`src/rtl/dmem_arbiter_if.sv`:
```
// One requester port of the data-memory arbiter: request fields in, grant and
// registered response back. The requester drives master, the arbiter uses slave.
interface dmem_arbiter_if #(
    parameter int DW = 64
);
    logic          req;
    logic          we;
    logic [63:0]   addr;
    logic [DW-1:0] wdata;
    logic          gnt;
    logic          rvalid;
    logic [DW-1:0] rdata;
    logic          err;

    modport master (
        output req, we, addr, wdata,
        input  gnt, rvalid, rdata, err
    );

    modport slave (
        input  req, we, addr, wdata,
        output gnt, rvalid, rdata, err
    );
endinterface

```
`src/rtl/dmem_arbiter.sv`:
```
// Two-port (CPU/DMA) arbiter in front of the single-port Data_Memory: one access
// per two cycles, registered response. `DMEM_ARB_CPU_PRIO_EN selects fixed CPU priority.
module dmem_arbiter #(
    parameter int MEM_BYTES = 64,
    parameter int DW        = 64
) (
    input  logic          clk,
    input  logic          reset,
    dmem_arbiter_if.slave cpu,
    dmem_arbiter_if.slave dma,
    output logic [63:0]   Mem_Address,
    output logic [DW-1:0] Write_Data,
    output logic          MemWrite,
    output logic          MemRead,
    input  logic [DW-1:0] Read_Data,
    output logic          busy
);
    localparam logic [63:0] MAX_ADDR = 64'(MEM_BYTES - 8);

    typedef enum logic {IDLE, ACCESS} state_t;

    state_t        state_reg, state_next;
    logic          last_owner_reg;          // 0 = CPU, 1 = DMA
    logic          owner_reg;
    logic          we_reg;
    logic          err_reg;
    logic [63:0]   addr_reg;
    logic [DW-1:0] wdata_reg;

    // Port index 0 is the CPU, index 1 the DMA.
    logic [1:0]    req_vec;
    logic [1:0]    we_vec;
    logic [63:0]   addr_vec  [2];
    logic [DW-1:0] wdata_vec [2];
    logic [1:0]    gnt_vec;
    logic          grant;
    logic          sel;
    logic          err_new;
    logic          access;

    logic          rvalid_reg  [2];
    logic [DW-1:0] rdata_reg   [2];
    logic          rsp_err_reg [2];

    assign req_vec      = {dma.req, cpu.req};
    assign we_vec       = {dma.we, cpu.we};
    assign addr_vec[0]  = cpu.addr;
    assign addr_vec[1]  = dma.addr;
    assign wdata_vec[0] = cpu.wdata;
    assign wdata_vec[1] = dma.wdata;

    always_comb begin
        state_next = state_reg;
        gnt_vec    = 2'b00;
        grant      = 1'b0;
        sel        = 1'b0;
        err_new    = 1'b0;
        case (state_reg)
            IDLE: begin
                if (!reset && (req_vec != 2'b00)) begin
                    grant = 1'b1;
                    if (req_vec == 2'b11) begin
`ifdef DMEM_ARB_CPU_PRIO_EN
                        sel = 1'b0;
`else
                        sel = ~last_owner_reg;
`endif
                    end else begin
                        sel = req_vec[1];
                    end
                    gnt_vec[sel] = 1'b1;
                    state_next   = ACCESS;
                end
            end
            ACCESS:  state_next = IDLE;
            default: state_next = IDLE;
        endcase
        err_new = (addr_vec[sel][2:0] != 3'b000) || (addr_vec[sel] > MAX_ADDR);
        if (reset) begin
            state_next = IDLE;
        end
    end

    always_ff @(posedge clk) begin
        if (reset) begin
            state_reg      <= IDLE;
            last_owner_reg <= 1'b1;
            owner_reg      <= 1'b0;
            we_reg         <= 1'b0;
            err_reg        <= 1'b0;
            addr_reg       <= '0;
            wdata_reg      <= '0;
        end else begin
            state_reg <= state_next;
            if (grant) begin
                owner_reg      <= sel;
                last_owner_reg <= sel;
                we_reg         <= we_vec[sel];
                err_reg        <= err_new;
                addr_reg       <= addr_vec[sel];
                wdata_reg      <= wdata_vec[sel];
            end
        end
    end

    // Address/data simply hold the last latched request outside ACCESS.
    assign access      = (state_reg == ACCESS);
    assign busy        = access;
    assign Mem_Address = addr_reg;
    assign Write_Data  = wdata_reg;
    assign MemWrite    = access & we_reg & ~err_reg & ~reset;
    assign MemRead     = access & ~we_reg & ~err_reg & ~reset;

    generate
        for (genvar gi = 0; gi < 2; gi++) begin : g_rsp
            always_ff @(posedge clk) begin
                if (reset || !(access && (owner_reg == 1'(gi)))) begin
                    rvalid_reg[gi]  <= 1'b0;
                    rdata_reg[gi]   <= '0;
                    rsp_err_reg[gi] <= 1'b0;
                end else begin
                    rvalid_reg[gi]  <= 1'b1;
                    rsp_err_reg[gi] <= err_reg;
                    rdata_reg[gi]   <= (!we_reg && !err_reg) ? Read_Data : '0;
                end
            end
        end
    endgenerate

    assign cpu.gnt    = gnt_vec[0];
    assign dma.gnt    = gnt_vec[1];
    assign cpu.rvalid = rvalid_reg[0];
    assign dma.rvalid = rvalid_reg[1];
    assign cpu.rdata  = rdata_reg[0];
    assign dma.rdata  = rdata_reg[1];
    assign cpu.err    = rsp_err_reg[0];
    assign dma.err    = rsp_err_reg[1];
endmodule

```
`src/flat_wrapper.sv`:
```
// flat-port wrapper written by rule: the top's interface ports become plain ports
module dmem_arbiter_flat 
#(
    parameter int MEM_BYTES = 64,
    parameter int DW        = 64
)
  (clk, reset, Mem_Address, Write_Data, MemWrite, MemRead, Read_Data, busy, cpu_req, cpu_we, cpu_addr, cpu_wdata, cpu_gnt, cpu_rvalid, cpu_rdata, cpu_err, dma_req, dma_we, dma_addr, dma_wdata, dma_gnt, dma_rvalid, dma_rdata, dma_err);
  dmem_arbiter_if #(.DW(DW)) cpu_i ();
  dmem_arbiter_if #(.DW(DW)) dma_i ();
  input  logic clk;
  input  logic reset;
  output logic [63:0] Mem_Address;
  output logic [DW-1:0] Write_Data;
  output logic MemWrite;
  output logic MemRead;
  input  logic [DW-1:0] Read_Data;
  output logic busy;
  input wire logic [$bits(cpu_i.req)-1:0] cpu_req;
  input wire logic [$bits(cpu_i.we)-1:0] cpu_we;
  input wire logic [$bits(cpu_i.addr)-1:0] cpu_addr;
  input wire logic [$bits(cpu_i.wdata)-1:0] cpu_wdata;
  output wire logic [$bits(cpu_i.gnt)-1:0] cpu_gnt;
  output wire logic [$bits(cpu_i.rvalid)-1:0] cpu_rvalid;
  output wire logic [$bits(cpu_i.rdata)-1:0] cpu_rdata;
  output wire logic [$bits(cpu_i.err)-1:0] cpu_err;
  input wire logic [$bits(dma_i.req)-1:0] dma_req;
  input wire logic [$bits(dma_i.we)-1:0] dma_we;
  input wire logic [$bits(dma_i.addr)-1:0] dma_addr;
  input wire logic [$bits(dma_i.wdata)-1:0] dma_wdata;
  output wire logic [$bits(dma_i.gnt)-1:0] dma_gnt;
  output wire logic [$bits(dma_i.rvalid)-1:0] dma_rvalid;
  output wire logic [$bits(dma_i.rdata)-1:0] dma_rdata;
  output wire logic [$bits(dma_i.err)-1:0] dma_err;
  assign cpu_i.req = cpu_req;
  assign cpu_i.we = cpu_we;
  assign cpu_i.addr = cpu_addr;
  assign cpu_i.wdata = cpu_wdata;
  assign cpu_gnt = cpu_i.gnt;
  assign cpu_rvalid = cpu_i.rvalid;
  assign cpu_rdata = cpu_i.rdata;
  assign cpu_err = cpu_i.err;
  assign dma_i.req = dma_req;
  assign dma_i.we = dma_we;
  assign dma_i.addr = dma_addr;
  assign dma_i.wdata = dma_wdata;
  assign dma_gnt = dma_i.gnt;
  assign dma_rvalid = dma_i.rvalid;
  assign dma_rdata = dma_i.rdata;
  assign dma_err = dma_i.err;
  dmem_arbiter #(.MEM_BYTES(MEM_BYTES), .DW(DW)) u_core (.clk(clk), .reset(reset), .cpu(cpu_i), .dma(dma_i), .Mem_Address(Mem_Address), .Write_Data(Write_Data), .MemWrite(MemWrite), .MemRead(MemRead), .Read_Data(Read_Data), .busy(busy));
endmodule
```
`config.mk`:
```
export PLATFORM = sky130hd
export DESIGN_NAME = dmem_arbiter_flat
export DESIGN_NICKNAME = d
export VERILOG_FILES = /design/src/rtl/dmem_arbiter_if.sv /design/src/rtl/dmem_arbiter.sv /design/src/flat_wrapper.sv
export SDC_FILE = /design/constraint.sdc
export NUM_CORES = 1
export LEC_CHECK = 0
export CAP_MARGIN = 20
export CORE_AREA = 5 5 226 228
export DETAILED_ROUTE_END_ITERATION = 8
export DIE_AREA = 0 0 231 233
export GPL_ROUTABILITY_DRIVEN = 0
export SYNTH_ARGS = -nofsm -noshare
export SYNTH_HDL_FRONTEND = slang
export SYNTH_SLANG_ARGS = --single-unit
```
`constraint.sdc`:
```
create_clock -name clk -period 3.84 [get_ports clk]
set_clock_uncertainty 0.2 [all_clocks]
set_input_delay 0.768 -clock clk [delete_from_list [all_inputs] [get_ports clk]]
set_output_delay 0.768 -clock clk [all_outputs]
set_load 0.005 [all_outputs]
```
==> summary.txt <==
Status
  • Outcome: finished, final reports clean

Clock network
  • Longest Clk Path Bufs: 3
  • Clock sinks: between 200 and 300
  • Post-CTS sizing: 0
  • CTS tree: built
  • Worst-Skew Late Latency: between 0.5 and 0.6 ns
  • Post CTS Setup Buffer Count: 0
  • Total CTS buffers: 30
  • Hold Buf Count CTS: 0
  • H-Tree Depth: 1
  • Clock slew seen by the registers of the worst setup and hold paths: approximately 0.06 ns
  • Root Driver: clkbuf_16

STA
  • Slew @ Worst Pin: around 0.95 ns
  • Slack of the critical path: between 0.4 and 0.5 ns
  • Slew HR: 0.368
  • Post-layout min period: approximately 3.3 ns
  • Crit share post-route: 0.870
  • RSZ-0062 raised after global routing: no
  • WHS: between 0.2 and 0.3 ns
  • Final TNS setup: 0 ns
  • Fin. max-slew vios: 0
  • Final hold vios: 0
  • Fmax: 299 MHz
  • # setup viols final: 0

Yosys
  • Simple-gate share of the synthesized area: 0.211
  • Average size of a mapped cell: 10.5 µm²
  • Cells after synthesis: between 900 and 1000
  • Largest family of logic cells by synthesized area: simple AND/OR/NAND/NOR gates
  • Synth Area in XOR/XNOR: 0
  • Area leader, netlist: dfxtp_1
  • Mux cell area share after synthesis: 0.106
  • Syn_nets: approximately 1200
  • Compound-Gate Fraction of Synth Area: 0.0875
  • Synth top area cells: dfxtp_1 (56%), mux2i_1 (11%), and3_1 (8.6%)
  • Distinct cell type count after synthesis: 29
  • Seq cells post-synth: roughly 270
  • Synthesized cell area: 9500 µm²
  • Sequential-to-total area share from yosys stat: 0.558
  • Yosys warnings: 0
  • Share of the synthesized area in the top cell type: 0.558
  • Fraction of the mapped netlist area in adder cells: 0

Job
  • Max-Cap Viols: 0

Routing
  • Residual DRC: 0
  • 1st-iter DRT viols: around 520
  • Vias: between 9000 and 10000
  • DR WL/cell: ~20 µm
  • Drt via density: ~4.4
  • Final wirelength: approximately 43000 µm
  • Final ANT Viol Nets: 0
  • Drt pass-1 iters: 8

Floorplan
  • Die Area: approximately 54000 µm²
  • Num rows: a little over 80
  • Core Region: 48600 µm²
  • Die Ht: 233 µm
  • Chip width: 231 µm
  • Starting Density: 0.195
  • IO Pins: about 590

Setup path
  • Setup Crit Path Kind: input pin to output port
  • Worst Path Required: approximately 2.9 ns
  • Arr. time, crit path: about 2.4 ns
  • Setup crit end kind: output port
  • Crit-path max FO: 4
  • Startpoint Class: input pin
  • Reg2Reg Depth: 7

Pwr
  • Pleak: 7.14 nW
  • Int Pwr: ~0.0055 W
  • Sw frac: 0.243
  • Seq pwr share: 0.413
  • Clock power share: 0.427
  • Power Density: roughly 420 nW/µm²
  • Psw: approximately 0.0018 W
  • Comb pwr share: 0.160
  • Maximum vdd ir drop: around 0.31 mV

Global routing
  • Grt total ovfl: 0
  • Tot GR Track Use: 0.148
  • Largest net degree at the start of global routing: 235
  • Vias in the first global route: approximately 9800
  • First-pass GRT wire length: between 60000 and 70000 µm
  • Initial antenna violation count: 5

Placed design
  • Pre-CTS setup slack: 0.454 ns
  • IO buf count: between 500 and 600
  • Cell Area, Placed: between 15000 and 20000 µm²
  • DP HPWL: 33100 µm

Min path
  • HP Class: flop to flop
  • Worst Hold Depth: 2

Layout
  • Max reg flops: 128
  • Post-route cell area: 17200 µm²
  • Final nets: between 1500 and 2000
  • Area grow syn2layout: 80.5%
  • Layout cell share with drive strength beyond 1: 0.0546
  • Most frequent cells in the layout: clkdlybuf4s50_1 (589), dfxtp_1 (265), and3_1 (130)
  • Most common cell after layout, fill and taps aside: clkdlybuf4s50_1
==> power groups by stage <==
stage          Sequential (W)  Clock (W)  Combinational [W]
2_1_floorplan         0.00305          0           0.000331
3_3_place_gp          0.00305          0            0.00116
3_5_place_dp          0.00305          0            0.00116
4_1_cts               0.00299    0.00322            0.00117
5_1_grt               0.00301    0.00329            0.00125
6_report              0.00299    0.00309            0.00116
==> critical path, stage by stage <==
cell	delay (ns)
clkdlybuf4s50_1	0.54
a21boi_2	0.35
nand2_8	0.11
inv_2	0.09
clkdlybuf4s50_1	0.49
==> cells by family (layout without fill, tap and decap cells) <==
kind of cell	count (synthesis)	after routing
muxes	101	101
DFF	265	265
other	0	4
and+or+nand+nor	314	314
buffers and inverters	87	668
AOI/OAI and AO/OA	135	135
==> metal layers <==
layer / part of all wire / vias to the layer above / GRT usage
li1: - / 4437 / -
met1: 0.41 / 4301 / 0.173
met2: 0.46 / 431 / 0.251
met3: 0.10 / 75 / 0.0587
met4: 0.030 / 2 / 0.0455
met5: 0.00026 / - / 0
==> synthesized netlist by cell type, drive strengths merged <==
master	n
a21boi	1
a21oi	2
a221oi	1
a222oi	28
and2	2
and3	130
buf	22
clkbuf	62
dfxtp	265
inv	3
mux2i	101
nand2	2
nand2b	2
nand3	2
nand3b	101
nand4	6
nor2	35
nor3	3
nor3b	1
nor4	28
o21ai	102
o31ai	1
or4	2
==> through the flow <==
stage / power [W] / cells / util
finish: 0.00725 / 2109 / 0.353
global route: 0.00755 / 2105 / 0.352
CTS: 0.00739 / 2105 / 0.352
detailed placement: 0.00422 / 2049 / 0.330
global placement: 0.00420 / 2049 / 0.330
floorplan: 0.00338 / 902 / -
==> layout make-up <==
type,instances,area [µm²]
clock inverters,17,229
flip-flops and latches,265,5310
well taps,622,778
repair buffers,609,6080
multi-input cells,550,3890
diodes,4,10.0
clock buffers,39,846
inverters,3,11.3
fillers,4881,31500
==> path summary, 6_finish.rpt <==
| check | startpoint | end | slack, ns |
|---|---|---|---|
| worst min-delay path | u_core.Write_Data[25]$_SDFFE_PP0P_ | u_core.Write_Data[25]$_SDFFE_PP0P_ | 0.29 |
| worst max-delay path | cpu_req | dma_gnt | 0.50 |
| worst max register to register | u_core.busy$_SDFF_PP0_ | u_core.Mem_Address[4]$_SDFFE_PP0P_ | 1.66 |
| worst min register to register | u_core.Write_Data[25]$_SDFFE_PP0P_ | u_core.Write_Data[25]$_SDFFE_PP0P_ | 0.29 |
Power figures use the tool's default switching activity.
